--- config.mk ---
export PLATFORM = sky130hd
export DESIGN_NAME = alsu_arbiter
export DESIGN_NICKNAME = d
export VERILOG_FILES = /design/src/rtl/alsu_arbiter.sv
export SDC_FILE = /design/constraint.sdc
export NUM_CORES = 1
export LEC_CHECK = 0
export CAP_MARGIN = 20
export CORE_ASPECT_RATIO = 2
export CORE_UTILIZATION = 39
export CTS_BUF_LIST = sky130_fd_sc_hd__clkbuf_8
export DETAILED_ROUTE_END_ITERATION = 6
export GPL_TIMING_DRIVEN = 0
export PLACE_DENSITY = 0.83
export SKIP_LAST_GASP = 1
export SYNTH_ARGS = -nofsm -noshare
export SYNTH_HDL_FRONTEND = slang
export SYNTH_SLANG_ARGS = --single-unit
--- constraint.sdc ---
create_clock -name clk -period 1.4 [get_ports clk]
set_input_delay 0.42 -clock clk [delete_from_list [all_inputs] [get_ports clk]]
set_output_delay 0.42 -clock clk [all_outputs]
set_load 0.05 [all_outputs]
--- src/rtl/alsu_arbiter.sv ---
// alsu_arbiter: shares one two-stage ALSU between two requesters.
// A granted command is held on the ALSU inputs until the ALSU pipeline has
// produced its result. The result is captured once and returned on a shared
// valid/ready response channel, tagged with the id of the issuing requester.
module alsu_arbiter #(
   parameter string ARB_MODE = "RR",   // "RR" round-robin, "FIXED" req0 always wins
   parameter int    ALSU_LAT = 2       // ALSU edges from input change to out/leds update
) (
   input  logic        clk,
   input  logic        rst_n,
   input  logic        req0_valid,
   output logic        req0_ready,
   input  logic [15:0] req0_cmd,
   input  logic        req1_valid,
   output logic        req1_ready,
   input  logic [15:0] req1_cmd,
   output logic        rsp_valid,
   input  logic        rsp_ready,
   output logic        rsp_id,
   output logic [5:0]  rsp_out,
   output logic [15:0] rsp_leds,
   output logic        rsp_err,
   output logic [15:0] alsu_cmd,
   input  logic [5:0]  alsu_out,
   input  logic [15:0] alsu_leds,
   output logic        busy,
   output logic [15:0] op_count
);

   localparam logic [1:0] IDLE = 2'd0;
   localparam logic [1:0] WAIT = 2'd1;
   localparam logic [1:0] RESP = 2'd2;

   localparam int   CNT_W      = (ALSU_LAT < 1) ? 1 : $clog2(ALSU_LAT + 1);
   localparam logic FIXED_MODE = (ARB_MODE == "FIXED");

   logic [1:0]       state;
   logic [15:0]      cmd_reg;
   logic [CNT_W-1:0] cnt;
   logic             last_grant;   // id of the most recently granted requester
   logic             grant0;
   logic             grant1;

   // Arbitration: in round-robin a tie goes to the requester not granted last.
   always_comb begin
      grant0 = 1'b0;
      grant1 = 1'b0;
      if (FIXED_MODE) begin
         grant0 = req0_valid;
         grant1 = req1_valid & ~req0_valid;
      end else if (req0_valid & req1_valid) begin
         grant0 = last_grant;
         grant1 = ~last_grant;
      end else begin
         grant0 = req0_valid;
         grant1 = req1_valid;
      end
   end

   assign req0_ready = (state == IDLE) & grant0;
   assign req1_ready = (state == IDLE) & grant1;
   assign busy       = (state != IDLE);
   // Idle ALSU sees an all-zero command: AND of zeros, no bypass, no reduction.
   assign alsu_cmd   = (state == IDLE) ? 16'h0000 : cmd_reg;

   // Control FSM: accept, wait out the ALSU pipeline, capture, hand off response.
   always_ff @(posedge clk or negedge rst_n) begin
      if (!rst_n) begin
         state      <= IDLE;
         cmd_reg    <= 16'h0000;
         cnt        <= '0;
         last_grant <= 1'b1;
         rsp_valid  <= 1'b0;
         rsp_id     <= 1'b0;
         rsp_out    <= 6'h00;
         rsp_leds   <= 16'h0000;
         rsp_err    <= 1'b0;
         op_count   <= 16'h0000;
      end else begin
         case (state)
            IDLE: begin
               if (grant0 | grant1) begin
                  cmd_reg    <= grant0 ? req0_cmd : req1_cmd;
                  rsp_id     <= grant1;
                  last_grant <= grant1;
                  cnt        <= CNT_W'(ALSU_LAT);
                  state      <= WAIT;
               end
            end
            WAIT: begin
               // Capture happens on the edge after the counter reaches zero,
               // i.e. ALSU_LAT+1 edges after the accept edge.
               if (cnt == '0) begin
                  rsp_out   <= alsu_out;
                  rsp_leds  <= alsu_leds;
                  rsp_err   <= (alsu_leds != 16'h0000);
                  rsp_valid <= 1'b1;
                  state     <= RESP;
               end else begin
                  cnt <= cnt - 1'b1;
               end
            end
            RESP: begin
               if (rsp_valid & rsp_ready) begin
                  rsp_valid <= 1'b0;
                  op_count  <= op_count + 16'd1;
                  state     <= IDLE;
               end
            end
            default: state <= IDLE;
         endcase
      end
   end

endmodule

==> reports/qor.yml, run 1 <==
outcome:
  status: "finished with violations"
  violations: "setup timing"
critical_path:
  crit_family: "flip-flops"
  cp_data_arrival_time_ns: 1.56
  critPathLaunchType: "register"
  crit_type: "reg2out"
  crit_buf_inv: 3
  required_ns: 0.98
  endpoint_kind: "output port"
  cp_cell_sequence: "nor2_4, buf_8, clkinvlp_4, a211oi_4, buf_6"
  cp_max_fo: 3
  max_stage_delay_ns: 0.42
  critPathSlowestCell: "dfrtp_2"
die:
  die_h_um: 120.7
  die-area_um2: 7405
  die_w_um: 61.35
  core_area_um2: 6887
  rows: 43
  start_util_pct: 39.90
  io_pins: 119
drt:
  drtIter0Drc: 81
  routed_wirelength_um: 8145
  drc: 0
  routed-via-count: 2427
  avgViaCountPerCell: 4.963
  drt_pass1_iterations: 4
  post_drt_wl_per_cell_um: 16.66
  ant_nets: 0
sta:
  tightest_slew_ns: 0.7347
  setup_slack_ns: -0.5840
  relSlewSlack_pct: 51.02
  fmax_ghz: 0.5040
  slew_violations: 0
  finalCritPeriodShare_pct: 141.7
  worst_clock_skew_ns: 0.009189
  hold_viol: 0
  period_minus_slack_ns: 1.984
  grt_setup_unrepaired: "true"
  finalSetupViolations: 51
layout:
  drive_gt1_share_pct: 47.12
  area_growth_pct: 76.00
  final_common_cell: "clkdlybuf4s50_1"
  final_nets: 455
  diodes: 0
  final_cell_area_um2: 4836
  final_cell_mix: "clkdlybuf4s50_1, dfrtp_1, buf_6"
global_route:
  gr-usage-all-layers_pct: 22.87
  antenna_found_initial: 0
  grt_max_degree: 34
  grt_pass1_vias: 2638
  grt-ovfl-total: 0
  grt_first_pass_wirelength_um: 12190
synthesis:
  synthCells: 234
  ys_types: 31
  synth.avg_cell_area_um2: 11.74
  ys_seq_area_share_pct: 56.51
  syn_nets: 295
  ys_warn_count: 0
  syn-cell-area_um2: 2748
  synth-seq-cells: 62
place:
  gp_congestion: 0.7227
  port-buffer-count: 118
  post_dp_cell_area_um2: 4188
  hpwlAfterDp_um: 5490
cts:
  cts_num_sinks: 62
  hold_buffers: 0
  cts_buffers: 9
  htreeDepth: 3
  cts.clk_slew.worst_paths_ns: 0.06
  cts_tree: "built"
  worst_skew_pair.late_latency_ns: 0.34
  clockBufferDepth: 2
  root_buffer: "clkbuf_8"
pwr:
  p_total_mw: 11.82
  pwr_density_cell_nw_per_um2: 2445
  ir_drop_mv: 1.627
  p_leak_nw: 2.300
hold_path:
  min_path_type: "in2async"
flow_run:
  maxCapViolations: 0
## routing by layer
metal	up-vias	global-route usage, %	share of wire (%)
met2	84	41.58	61
met4	0	14.03	3.3
met1	1198	21.93	32
li1	1123	-	-
met3	22	4.599	3.9
met5	-	0	0
## cell usage after synthesis, drive strengths merged
master  number  share of area (%)
nor4         5                1.7
xor2         5                1.6
nor2         7               0.96
ha           2               0.91
mux2i       16                5.8
and2         1               0.23
nand3        9                1.6
nand4        2               0.46
nor3         3               0.55
o21ai       21                3.8
a211oi       1               0.27
nand2       28                3.8
nor2b       16                3.6
clkbuf       4               0.55
xnor2       10                3.2
nand3b       1               0.41
buf          5                1.2
inv          5               0.68
dfstp        1               0.96
a21oi        2               0.36
nand4b       1               0.87
and4         2               0.64
o21a         1               0.27
dfrtp       61                 56
mux2        23                9.4
a31oi        1               0.23
and3         1               0.23
## power breakdown
group,switching (mW),internal [mW],leakage [nW]
clock network,0.642,0.655,0.102
registers,0.445,2.54,0.743
logic,4.39,3.16,1.45
total,5.48,6.35,2.30
## final timing paths
path | from | endpoint | slack [ns] | cells past startpoint
max | state[0] | req1_ready | -0.58 | 5
min | rst_n | rsp_out[4] | 0.14 | 1
max reg2reg | state[0] | op_count[15] | -0.31 | 8
min reg2reg | cmd_reg[0] | cmd_reg[0] | 0.48 | 2
max in group asynchronous | rst_n | last_grant | 0.58 | 2
min in group clk | cmd_reg[0] | cmd_reg[0] | 0.48 | 2
## logic make-up (layout without fill, tap and decap cells)
family	count (synthesis)	count (layout)	share of synthesized area, %
adder cells (fa/ha/maj)	2	2	0.9106
AO/OA/AOI/OAI	26	26	4.964
flip-flops	62	62	56.51
XOR/XNOR	15	15	4.781
buffers and inverters	14	179	2.459
multiplexers	39	39	15.25
AND/OR/NAND/NOR	76	76	15.12
## what timing repair did
item / in CTS / in global routing
pin swaps: 7 / 13
cloned: 2 / 1
gates resized for setup: 401 / 70
hold endpoints to repair: 0 / 0
buffers inserted: 19 / 12
endpoints found under the setup margin: 104 / 85
## area by class of cell
cell class	count	area [um^2]
multi-input cells	158	1374
well taps	90	112.6
plain buffers	8	120.1
repair buffers	150	1474
inverters	5	22.52
clock inverters	6	23.77
fillers	567	2051
clock buffers	10	137.6
flip-flops and latches	62	1572
## stage by stage
stage / setup slack, ns / hold WS, ns / cells / TNS [ns] / util (%)
floorplan: -0.6450 / 0.1244 / 234 / -7.393 / -
global placement: -2.285 / 0.4559 / 442 / -172.74 / 60.59
detailed placement: -1.445 / 0.4628 / 443 / -45.35 / 60.81
CTS: -0.6209 / 0.1348 / 480 / -10.19 / 66.15
global route: -0.6547 / 0.1888 / 489 / -16.15 / 70.22
finish: -0.5840 / 0.1373 / 489 / -12.29 / 70.22
No activity file was read; power rests on OpenSTA's default activity.
==> run 2: changes to the inputs <==
- CORE_ASPECT_RATIO: 2 -> unset
- MAX_ROUTING_LAYER: unset -> met4
==> run 2 against run 1 <==
The flow still finishes with violations (setup timing). Utilization rose by 3.0 points. Sequential power about the same. Sequential share of layout area down 0.91 points. Highest routed layer unchanged.
==> reports/qor.yml, run 2 (same netlist as run 1, synthesis figures left out) <==
outcome:
  status: "finished with violations"
  violations: "setup timing"
layout:
  final_common_cell: "clkdlybuf4s50_1"
  final_cell_mix: "clkdlybuf4s50_1, dfrtp_1, buf_4"
  multi_input_area_um2: 1356
  num-fill-cells: 469
  diodes: 0
  ff_latch_area_um2: 1572
  drive_gt1_share_pct: 48.67
  final_cell_area_um2: 4975
  final_nets: 469
  area_growth_pct: 81.06
drt:
  ant_nets: 0
  routed-via-count: 2414
  routed_wirelength_um: 7511
  post_drt_wl_per_cell_um: 14.76
  avgViaCountPerCell: 4.743
  drtIter0Drc: 37
  drc: 0
  drt_pass1_iterations: 4
cts:
  cts_num_sinks: 62
  cts.clk_slew.worst_paths_ns: 0.07
  root_buffer: "clkbuf_8"
  worst_skew_pair.late_latency_ns: 0.34
  cts_buffers: 9
  htreeDepth: 3
  cts_tree: "built"
  clockBufferDepth: 2
critical_path:
  crit_family: "flip-flops"
  required_ns: 0.98
  max_stage_delay_ns: 0.43
  cp_cell_sequence: "nor2_4, buf_8, clkinvlp_4, a211oi_4, buf_6"
  setup.worst_path.start: "state[0]"
  endpoint_kind: "output port"
  cp_max_fo: 3
  critPathSlowestCell: "dfrtp_2"
  crit_type: "reg2out"
  critPathLaunchType: "register"
  crit_buf_inv: 3
  reg2reg_from: "state[0]"
  cp_data_arrival_time_ns: 1.52
sta:
  tns_ns: -11.93
  worst_clock_skew_ns: 0.01037
  setup_slack_ns: -0.5378
  whs_ns: 0.4068
  tightest_slew_ns: 0.3740
  hold_viol: 0
  fmax_ghz: 0.5160
  finalCritPeriodShare_pct: 138.4
  period_minus_slack_ns: 1.938
  finalSetupViolations: 55
  grt_setup_unrepaired: "true"
  relSlewSlack_pct: 74.99
  slew_violations: 0
pwr:
  pwr_density_cell_nw_per_um2: 2391
  p_leak_nw: 2.390
  ir_drop_mv: 1.523
die:
  rows: 30
  die_w_um: 85.94
  start_util_pct: 40.44
  core_area_um2: 6794
  io_pins: 119
  die_h_um: 85.94
  die-area_um2: 7385
global_route:
  gr-usage-all-layers_pct: 20.50
  grt_max_degree: 39
  antenna_found_initial: 0
  grt_first_pass_wirelength_um: 11180
  grt_pass1_vias: 2419
  grt-ovfl-total: 0
place:
  post_dp_cell_area_um2: 4223
  hpwlAfterDp_um: 4886
  gp_congestion: 0.7175
  port-buffer-count: 118
hold_path:
  min_path_type: "in2async"
flow_run:
  maxCapViolations: 0
==> run 2: worst reg2reg max path: stages (launching register included) <==
cell	delay [ns]
dfrtp_2	0.43
buf_6	0.13
nand4b_4	0.24
buf_6	0.18
nor4_4	0.29
nand3_1	0.13
xnor2_1	0.15
==> run 2: area by class of cell <==
class | instances | area share, %
multi-input cells | 158 | 27.26
plain buffers | 8 | 2.163
flip-flops and latches | 62 | 31.59
repair buffers | 164 | 32.17
clock inverters | 7 | 1.459
clock buffers | 9 | 2.490
well taps | 96 | 2.414
inverters | 5 | 0.4527
==> run 2: layer usage <==
| layer | global-route usage [%] | up-vias | wire (um) |
|---|---|---|---|
| li1 | - | 1154 | - |
| met1 | 23.01 | 1179 | 3055 |
| met3 | 5.871 | 4 | 392 |
| met4 | 8.182 | 0 | 49 |
| met5 | - | - | 0 |
| met2 | 34.42 | 77 | 4013 |
==> run 2: stage by stage <==
step                      setup slack (ns)  cells  power (mW)  utilization [%]
after detailed placement            -1.433    450       9.193            62.15
final                              -0.5378    509       11.89            73.22
after floorplan                    -0.6450    234       7.138                -
after CTS                          -0.6269    486       11.00            66.59
after global routing               -0.6116    509       12.44            73.22
after global placement              -2.313    448       9.026            61.53
==> run 2: repair_timing <==
action                                  CTS  global route
pin swaps                                 8            13
resized for setup                       379            83
endpoints found under the setup margin  104           101
hold buffers                              1             0
gates cloned                              1             2
buffers inserted                         18            23
hold endpoints to repair                  1             0
==> run 2: path summary, 6_finish.rpt <==
check	slack, ns	endpoint	cells past startpoint
worst min register to register	0.48	op_count[15]	1
worst max register to register	-0.27	op_count[11]	6
min in group clk	0.48	op_count[15]	1
worst min-delay path	0.41	rsp_out[4]	2
max in group asynchronous	0.34	last_grant	4
worst max-delay path	-0.54	req1_ready	5
==> run 2: where the power goes <==
part	switching, mW	leakage (nW)	internal, mW
sequential	0.419	0.743	2.53
combinational	4.26	1.55	3.11
clock	0.744	0.0960	0.827
